`config.mk`:
```
export PLATFORM = sky130hd
export DESIGN_NAME = wb_master_seq
export DESIGN_NICKNAME = d
export VERILOG_FILES = /design/src/rtl/wb_master_seq.sv
export SDC_FILE = /design/constraint.sdc
export NUM_CORES = 1
export LEC_CHECK = 0
export ABC_AREA = 1
export CELL_PAD_IN_SITES_DETAIL_PLACEMENT = 1
export CELL_PAD_IN_SITES_GLOBAL_PLACEMENT = 2
export CORE_ASPECT_RATIO = 1.2
export CORE_MARGIN = 2
export CORE_UTILIZATION = 22
export CTS_CLUSTER_SIZE = 14
export DETAILED_ROUTE_END_ITERATION = 8
export GPL_ROUTABILITY_DRIVEN = 0
export GPL_TIMING_DRIVEN = 1
export PLACE_DENSITY_LB_ADDON = 0.25
export SKIP_CTS_REPAIR_TIMING = 1
export SYNTH_ARGS = -nofsm -noshare
export SYNTH_HDL_FRONTEND = slang
export SYNTH_SLANG_ARGS = --single-unit
```
`constraint.sdc`:
```
create_clock -name wb_clk_i -period 2.3 [get_ports wb_clk_i]
set_clock_uncertainty 0.05 [all_clocks]
set_input_delay 0.46 -clock wb_clk_i [delete_from_list [all_inputs] [get_ports wb_clk_i]]
set_output_delay 0.46 -clock wb_clk_i [all_outputs]
set_load 0.01 [all_outputs]
```
`src/rtl/wb_master_seq.sv`:
```
// Wishbone classic single-transfer master: one bus cycle per valid/ready command,
// with a saturating ack timeout so a dead slave cannot hang the bus.
module wb_master_seq #(
    parameter int TIMEOUT_CYCLES = 255,
    parameter int TO_W           = 16
) (
    input  logic        wb_clk_i,
    input  logic        wb_rst_ni,
    input  logic        cmd_valid_i,
    output logic        cmd_ready_o,
    input  logic        cmd_we_i,
    input  logic [31:0] cmd_adr_i,
    input  logic [31:0] cmd_dat_i,
    input  logic [3:0]  cmd_sel_i,
    output logic        rsp_valid_o,
    input  logic        rsp_ready_i,
    output logic [31:0] rsp_dat_o,
    output logic        rsp_timeout_o,
    output logic        wbm_cyc_o,
    output logic        wbm_stb_o,
    output logic        wbm_we_o,
    output logic [3:0]  wbm_sel_o,
    output logic [31:0] wbm_adr_o,
    output logic [31:0] wbm_dat_o,
    input  logic        wbm_ack_i,
    input  logic [31:0] wbm_dat_i,
    output logic        busy_o
);

    typedef enum logic [1:0] {
        S_IDLE = 2'd0,
        S_BUS  = 2'd1,
        S_RESP = 2'd2
    } state_t;

    localparam logic [TO_W-1:0] TO_LAST = TO_W'(TIMEOUT_CYCLES - 1);
    localparam logic [TO_W-1:0] TO_MAX  = {TO_W{1'b1}};

    state_t          state_q, state_d;
    logic            ready_q, ready_d;
    logic            busy_q, busy_d;
    logic            cyc_q, cyc_d;
    logic            we_q, we_d;
    logic [3:0]      sel_q, sel_d;
    logic [31:0]     adr_q, adr_d;
    logic [31:0]     dat_q, dat_d;
    logic            rsp_valid_q, rsp_valid_d;
    logic [31:0]     rsp_dat_q, rsp_dat_d;
    logic            rsp_to_q, rsp_to_d;
    logic [TO_W-1:0] cnt_q, cnt_d;

    // Next-state and output-register logic for the transfer FSM.
    always_comb begin
        state_d     = state_q;
        cyc_d       = cyc_q;
        we_d        = we_q;
        sel_d       = sel_q;
        adr_d       = adr_q;
        dat_d       = dat_q;
        rsp_valid_d = rsp_valid_q;
        rsp_dat_d   = rsp_dat_q;
        rsp_to_d    = rsp_to_q;
        cnt_d       = cnt_q;
        case (state_q)
            S_IDLE: begin
                if (cmd_valid_i && ready_q) begin
                    we_d    = cmd_we_i;
                    sel_d   = cmd_sel_i;
                    adr_d   = cmd_adr_i;
                    dat_d   = cmd_dat_i;
                    cyc_d   = 1'b1;
                    cnt_d   = {TO_W{1'b0}};
                    state_d = S_BUS;
                end else begin
                    cyc_d = 1'b0;
                end
            end
            S_BUS: begin
                // Ack is checked first so it wins over a coincident expiry.
                if (wbm_ack_i) begin
                    cyc_d       = 1'b0;
                    rsp_valid_d = 1'b1;
                    rsp_to_d    = 1'b0;
                    rsp_dat_d   = we_q ? 32'h0000_0000 : wbm_dat_i;
                    state_d     = S_RESP;
                end else if (cnt_q == TO_LAST) begin
                    cyc_d       = 1'b0;
                    rsp_valid_d = 1'b1;
                    rsp_to_d    = 1'b1;
                    rsp_dat_d   = 32'h0000_0000;
                    state_d     = S_RESP;
                end else if (cnt_q != TO_MAX) begin
                    cnt_d = cnt_q + {{(TO_W-1){1'b0}}, 1'b1};
                end else begin
                    cnt_d = cnt_q;
                end
            end
            S_RESP: begin
                if (rsp_ready_i) begin
                    rsp_valid_d = 1'b0;
                    state_d     = S_IDLE;
                end else begin
                    rsp_valid_d = 1'b1;
                end
            end
            default: begin
                cyc_d       = 1'b0;
                rsp_valid_d = 1'b0;
                state_d     = S_IDLE;
            end
        endcase
        ready_d = (state_d == S_IDLE);
        busy_d  = (state_d != S_IDLE);
    end

    // State and output registers with synchronous active-low reset.
    always_ff @(posedge wb_clk_i) begin
        if (!wb_rst_ni) begin
            state_q     <= S_IDLE;
            ready_q     <= 1'b0;
            busy_q      <= 1'b0;
            cyc_q       <= 1'b0;
            we_q        <= 1'b0;
            sel_q       <= 4'h0;
            adr_q       <= 32'h0000_0000;
            dat_q       <= 32'h0000_0000;
            rsp_valid_q <= 1'b0;
            rsp_dat_q   <= 32'h0000_0000;
            rsp_to_q    <= 1'b0;
            cnt_q       <= {TO_W{1'b0}};
        end else begin
            state_q     <= state_d;
            ready_q     <= ready_d;
            busy_q      <= busy_d;
            cyc_q       <= cyc_d;
            we_q        <= we_d;
            sel_q       <= sel_d;
            adr_q       <= adr_d;
            dat_q       <= dat_d;
            rsp_valid_q <= rsp_valid_d;
            rsp_dat_q   <= rsp_dat_d;
            rsp_to_q    <= rsp_to_d;
            cnt_q       <= cnt_d;
        end
    end

    assign cmd_ready_o   = ready_q;
    assign busy_o        = busy_q;
    assign wbm_cyc_o     = cyc_q;
    assign wbm_stb_o     = cyc_q;
    assign wbm_we_o      = we_q;
    assign wbm_sel_o     = sel_q;
    assign wbm_adr_o     = adr_q;
    assign wbm_dat_o     = dat_q;
    assign rsp_valid_o   = rsp_valid_q;
    assign rsp_dat_o     = rsp_dat_q;
    assign rsp_timeout_o = rsp_to_q;

endmodule

```
After elaboration in Yosys (flattened, before gate mapping)
Index checks and enable logic that the tools add are counted.
Storage, ports and cells
  register bits after elaboration: 124
  input port bits: 106
  output and inout port bits: 107
  word-level logic and storage cells: 57
Cells by class
  add/sub/neg operators: 1
  equality and inequality tests: 9
  multiplexer cells: 22
  bitwise gates (word level): 2
  reductions and logical operators: 11
Operators by type and width (count)
  $mux W32: 3
  $mux W16: 4
  $pmux W16 S2: 1
  $add A16 B1 Y16 const B: 1
  $eq A16 B8 Y1 const B: 1
  $ne A16 B16 Y1 const B: 1
  $mux W2: 4
  $ne A2 B2 Y1 const B: 4
  $reduce_and A2 Y1: 4
  $mux W1: 7
  $pmux W1 S3: 2
  $pmux W2 S3: 1
  $reduce_bool A2 Y1: 3
  $reduce_and A5 Y1: 1
  $logic_not A2 Y1: 2
  $ne A3 B3 Y1 const B: 1
  $eq A2 B1 Y1 const B: 1
  $eq A2 B2 Y1 const B: 1
  $not A1 Y1: 2
  $logic_and A1 B1 Y1: 1

Longest topological paths before layout
  depth in word-level cells: 5
  depth in mapped cells: 12
  depth with buffers taken out: 11

Worst setup path after synthesis
No wires, ideal clock.
  kind: register -> register
  start: register state_q[0]
  end: register cnt_q[12]
  library setup time: 0.111 ns
  arrival time: 1.477 ns
  required time: 2.139 ns
  path slack: 0.662 ns
  cell stages (with the launch flop): 12
  buffers on the path: 1
  clock period less this slack: 1.638 ns
  cells stage by stage: dfxtp_1 -> inv_1 -> ha_1 -> inv_2 -> a21oi_1 -> a21oi_2 -> nand3_1 -> nor2_2 -> buf_6 -> nand2_1 -> nand2_1 -> nor2_1
On the way
  word-level cells in the longest chain between the ends: 3
  elaborated cells between the ends (all ways): 9
  classes of those cells: 5 x eq/ne; 1 x mux; 3 x reduce/logical
Ends and longest elaborated chain
  start, declared: RTL line 39  | state_t state_q, state_d;
  start signal, assigned: RTL line 132  | state_q <= state_d;
  $eq A2 B1 Y1 / $logic_not A2 Y1 (equally long branches): RTL line 64  | case (state_q)
  $ne A2 B2 Y1 (no line) / $reduce_bool A2 Y1 (equally long branches)
  $reduce_and A5 Y1 (no line)
  end signal, assigned: RTL line 130  | cnt_q <= {TO_W{1'b0}};
  end signal, assigned: RTL line 143  | cnt_q <= cnt_d;
  end, declared: RTL line 50  | logic [TO_W-1:0] cnt_q, cnt_d;
Several ways; a longest one is shown, not always the timed one.
A chain may end at the register's enable or synchronous reset.

Worst setup path in the final report
  start: register cyc_q, in the netlist wbm_cyc_o
  end: output port wbm_cyc_o
RTL lines
  start, declared: RTL line 42  | logic cyc_q, cyc_d;
  start signal, assigned: RTL line 135  | cyc_q <= cyc_d;
  end, declared: RTL line 19  | output logic wbm_cyc_o,
No word-level cell between the ends.

==> implementation parameters <==
Parameter                              Value

Critical path
  Critical-path cell with the highest stage delay ... clkdlybuf4s50_1
  CP Buf/Inv Count ... 1
  Endpoint arrival time on the critical path ... approximately 1400 ps
  Series of cell instances along the critical path ... clkdlybuf4s50_1
  Biggest cell delay along the critical path ... between 500 and 600 ps
  CP Capture Type ... output port
  Critical path fanouts, max ... 3
  R2r setup slk ... 420 ps
  Data required time of the critical path ... 1790 ps
  Critical path startpoint category ... register
  Cell family with most CP delay ... buffers and inverters
  Start-to-end type of the worst setup path ... register to output port

Global route
  Global route overflow ... 0
  Global Route Usage Sum ... ~15%
  Initial antenna violation count ... 0
  Vias in the first global route ... between 5k and 6k
  First-pass GRT wire length ... roughly 29000 µm
  Maximum number of pins on one net before global-route repair ... 70

Yosys
  Synth Register Bits ... 124
  Main combinational cell family by area after synthesis ... simple AND/OR/NAND/NOR gates
  Most used flip-flop cell after synthesis ... dfxtp_1
  Mapped Nets ... 800
  Post-synthesis sequential area ratio ... 49.7%
  Post-synthesis xor/xnor area fraction ... less than 1%
  Complex-gate fraction of the synthesized area ... 12.6%
  Top cell type's share of synthesized area ... 49.7%
  Post-Synthesis Cell Area ... around 5000 µm²
  Number of synthesized flops with an enable pin ... 0
  Post-synthesis cell type count ... 28
  Most numerous cell in the Yosys netlist ... nor2_1
  Synth Warn # ... 0
  Post-synthesis area per instance ... ~7.3 µm²
  Most area-hungry cell type in the Yosys netlist ... dfxtp_1
  Adder-cell share of the synthesized area ... between 1.5 and 2%
  Top cell types by occurrence after synthesis ... 176 x nor2_1, 124 x dfxtp_1, 105 x nand2_1, 75 x o21ai_0, 48 x nand3_1
  Cell types with the largest area share after synthesis ... dfxtp_1 50%, nor2_1 13%, nand2_1 7.9%
  Synth async-reset ratio ... 0%
  Post-synthesis share of cell area spent on and, or, nand and nor gates ... 29.5%
  Gate count after technology mapping ... slightly below 700
  Proportion of synthesized area in mux cells ... 0%

Floorplanning
  Die area ... 23900 µm²
  DIE WIDTH ... between 100 and 150 µm
  Num ports ... around 210
  Total core area ... 22400 µm²
  Starting utilization of the core area ... about 22%
  Standard-cell rows ... 60
  Die extent in y ... ~170 µm

Clocking
  Reg clk slew, reported paths ... around 60 ps
  Buffers from clock root to sink, at most ... 2
  Total number of clock tree sinks ... between 100 and 150
  CTS tree ... yes
  Count of H-tree levels built during CTS ... 4
  Total CTS buffers ... 17
  Source-to-sink clock delay at the later pin of the worst-skew pair ... approximately 420 ps
  Clk root buf ... clkbuf_16

Finish
  Area used by multi-input combinational logic ... roughly 2200 µm²
  Count of fill cells added during filler insertion ... between 2k and 3k
  Layout cells sized above 1 ... 7.26%
  Total Nets Final ... approximately 1.0k
  Antenna fix cells ... 0
  Final core occ ... between 30% and 40%
  Synthesis-to-finish area growth ... 61.7%
  Area used by sequential logic in the layout ... 2480 µm²
  Non-filler instance count after layout ... about 1.2k
  Post-layout instance area ... 8080 µm²

Power and ir drop
  Static Leakage ... ~3.2 nW
  Pwr dens ... 818 nW/µm²
  Maximum resistive drop on vdd ... roughly 0.54 mV

Timing
  Setup violators final ... 0
  Setup repair after global routing missed its margin ... no
  Fmax ... 523 MHz
  Max-slew headroom at the worst pin ... between 60% and 70%
  Worst hold-check slack ... ~410 ps
  Crit share post-route ... 83.2%
  Max-slew violation total from the final report ... 0
  Tmin final ... approximately 1900 ps
  Slew at the pin with the worst max-slew slack ... approximately 520 ps
  Hold violation count in the final report ... 0
  Final sum of negative setup slack ... 0 ps

Detailed routing
  DRC Markers ... 0
  DR vias/cell ... 4.36
  Total via count in the routed design ... just over 5k
  DR iter-0 viols ... approximately 190
  Wire per inst ... 15.0 µm
  Wire length after detailed routing ... between 15000 and 20000 µm
  Remaining antenna violation count after routing ... 0
  Detailed-routing iteration count for the pre-antenna-repair pass ... 4

Placed design
  Placed wire-length estimate ... approximately 13000 µm
  Count of input and output buffers ... between 200 and 250
  Area after detailed placement ... ~7500 µm²
  Number of placed instances with taps included ... ~1.2k

Status
  Run status ... finished, final reports clean

Worst hold path
  Min-Delay Path Class ... register to register

Job
  Count of max-cap constraint violations ... 0
[registers in the layout, indices dropped and copies added (netlist names)]
register and flops:
wbm_cyc_o 1, wbm_dat_o 32, rsp_timeout_o 1, rsp_dat_o 32, wbm_we_o 1, cnt_q 16
busy_o 1, rsp_valid_o 1, wbm_adr_o 32, wbm_sel_o 4, state_q 2, cmd_ready_o 1
[routing by layer]
metal	GRT usage [%]	wire (µm)	vias up
met5	0	0	-
met4	5.00	306	0
met3	6.62	1550	19
met2	24.5	8310	140
met1	17.8	7700	2397
li1	-	-	2626
[logic make-up (layout without fill, tap and decap cells)]
kind of cell	count (synthesis)	after routing
compound gates	122	122
xor+xnor	1	1
fa+ha+maj	6	6
buf+inv	81	302
flops	124	124
simple gates	354	354
[report_power, final]
part	total (mW)	switching, mW	internal (mW)
Clock	2.61	1.09	1.52
Sequential	2.51	0.130	2.38
Combinational	1.49	0.745	0.747
[path summary, 6_finish.rpt]
check / end / depth (start not counted) / from
setup / recovery: wbm_cyc_o / 1 / wbm_cyc_o
hold / removal: rsp_valid_o / 2 / rsp_valid_o
setup reg to reg: cnt_q[10] / 12 / cnt_q[1]
hold reg to reg: rsp_valid_o / 2 / rsp_valid_o
[cells in the final DEF, fill, tap and decap left out, types with 14 or more instances in the layout]
cell / synthesis / layout
a21oi_1: 41 / 41
buf_4: 1 / 14
clkbuf_16: 0 / 17
clkdlybuf4s50_1: 0 / 211
dfxtp_1: 124 / 124
inv_1: 34 / 34
nand2_1: 105 / 105
nand3_1: 48 / 48
nor2_1: 176 / 176
o21ai_0: 75 / 75
[area by class of cell]
type,count,area share [%]
clock buffers,19,5.36
clock inverters,13,1.69
inverters,38,1.77
multi-input cells,483,27.1
flip-flops and latches,124,30.7
well taps,279,4.32
repair buffers,232,29.0
[metrics by stage]
step	setup WS [ps]	power, mW
2_1_floorplan	662	3.20
3_3_place_gp	307	4.07
3_5_place_dp	286	4.07
4_1_cts	372	6.75
5_1_grt	190	6.99
6_report	387	6.61
No activity file was read; power rests on OpenSTA's default activity.
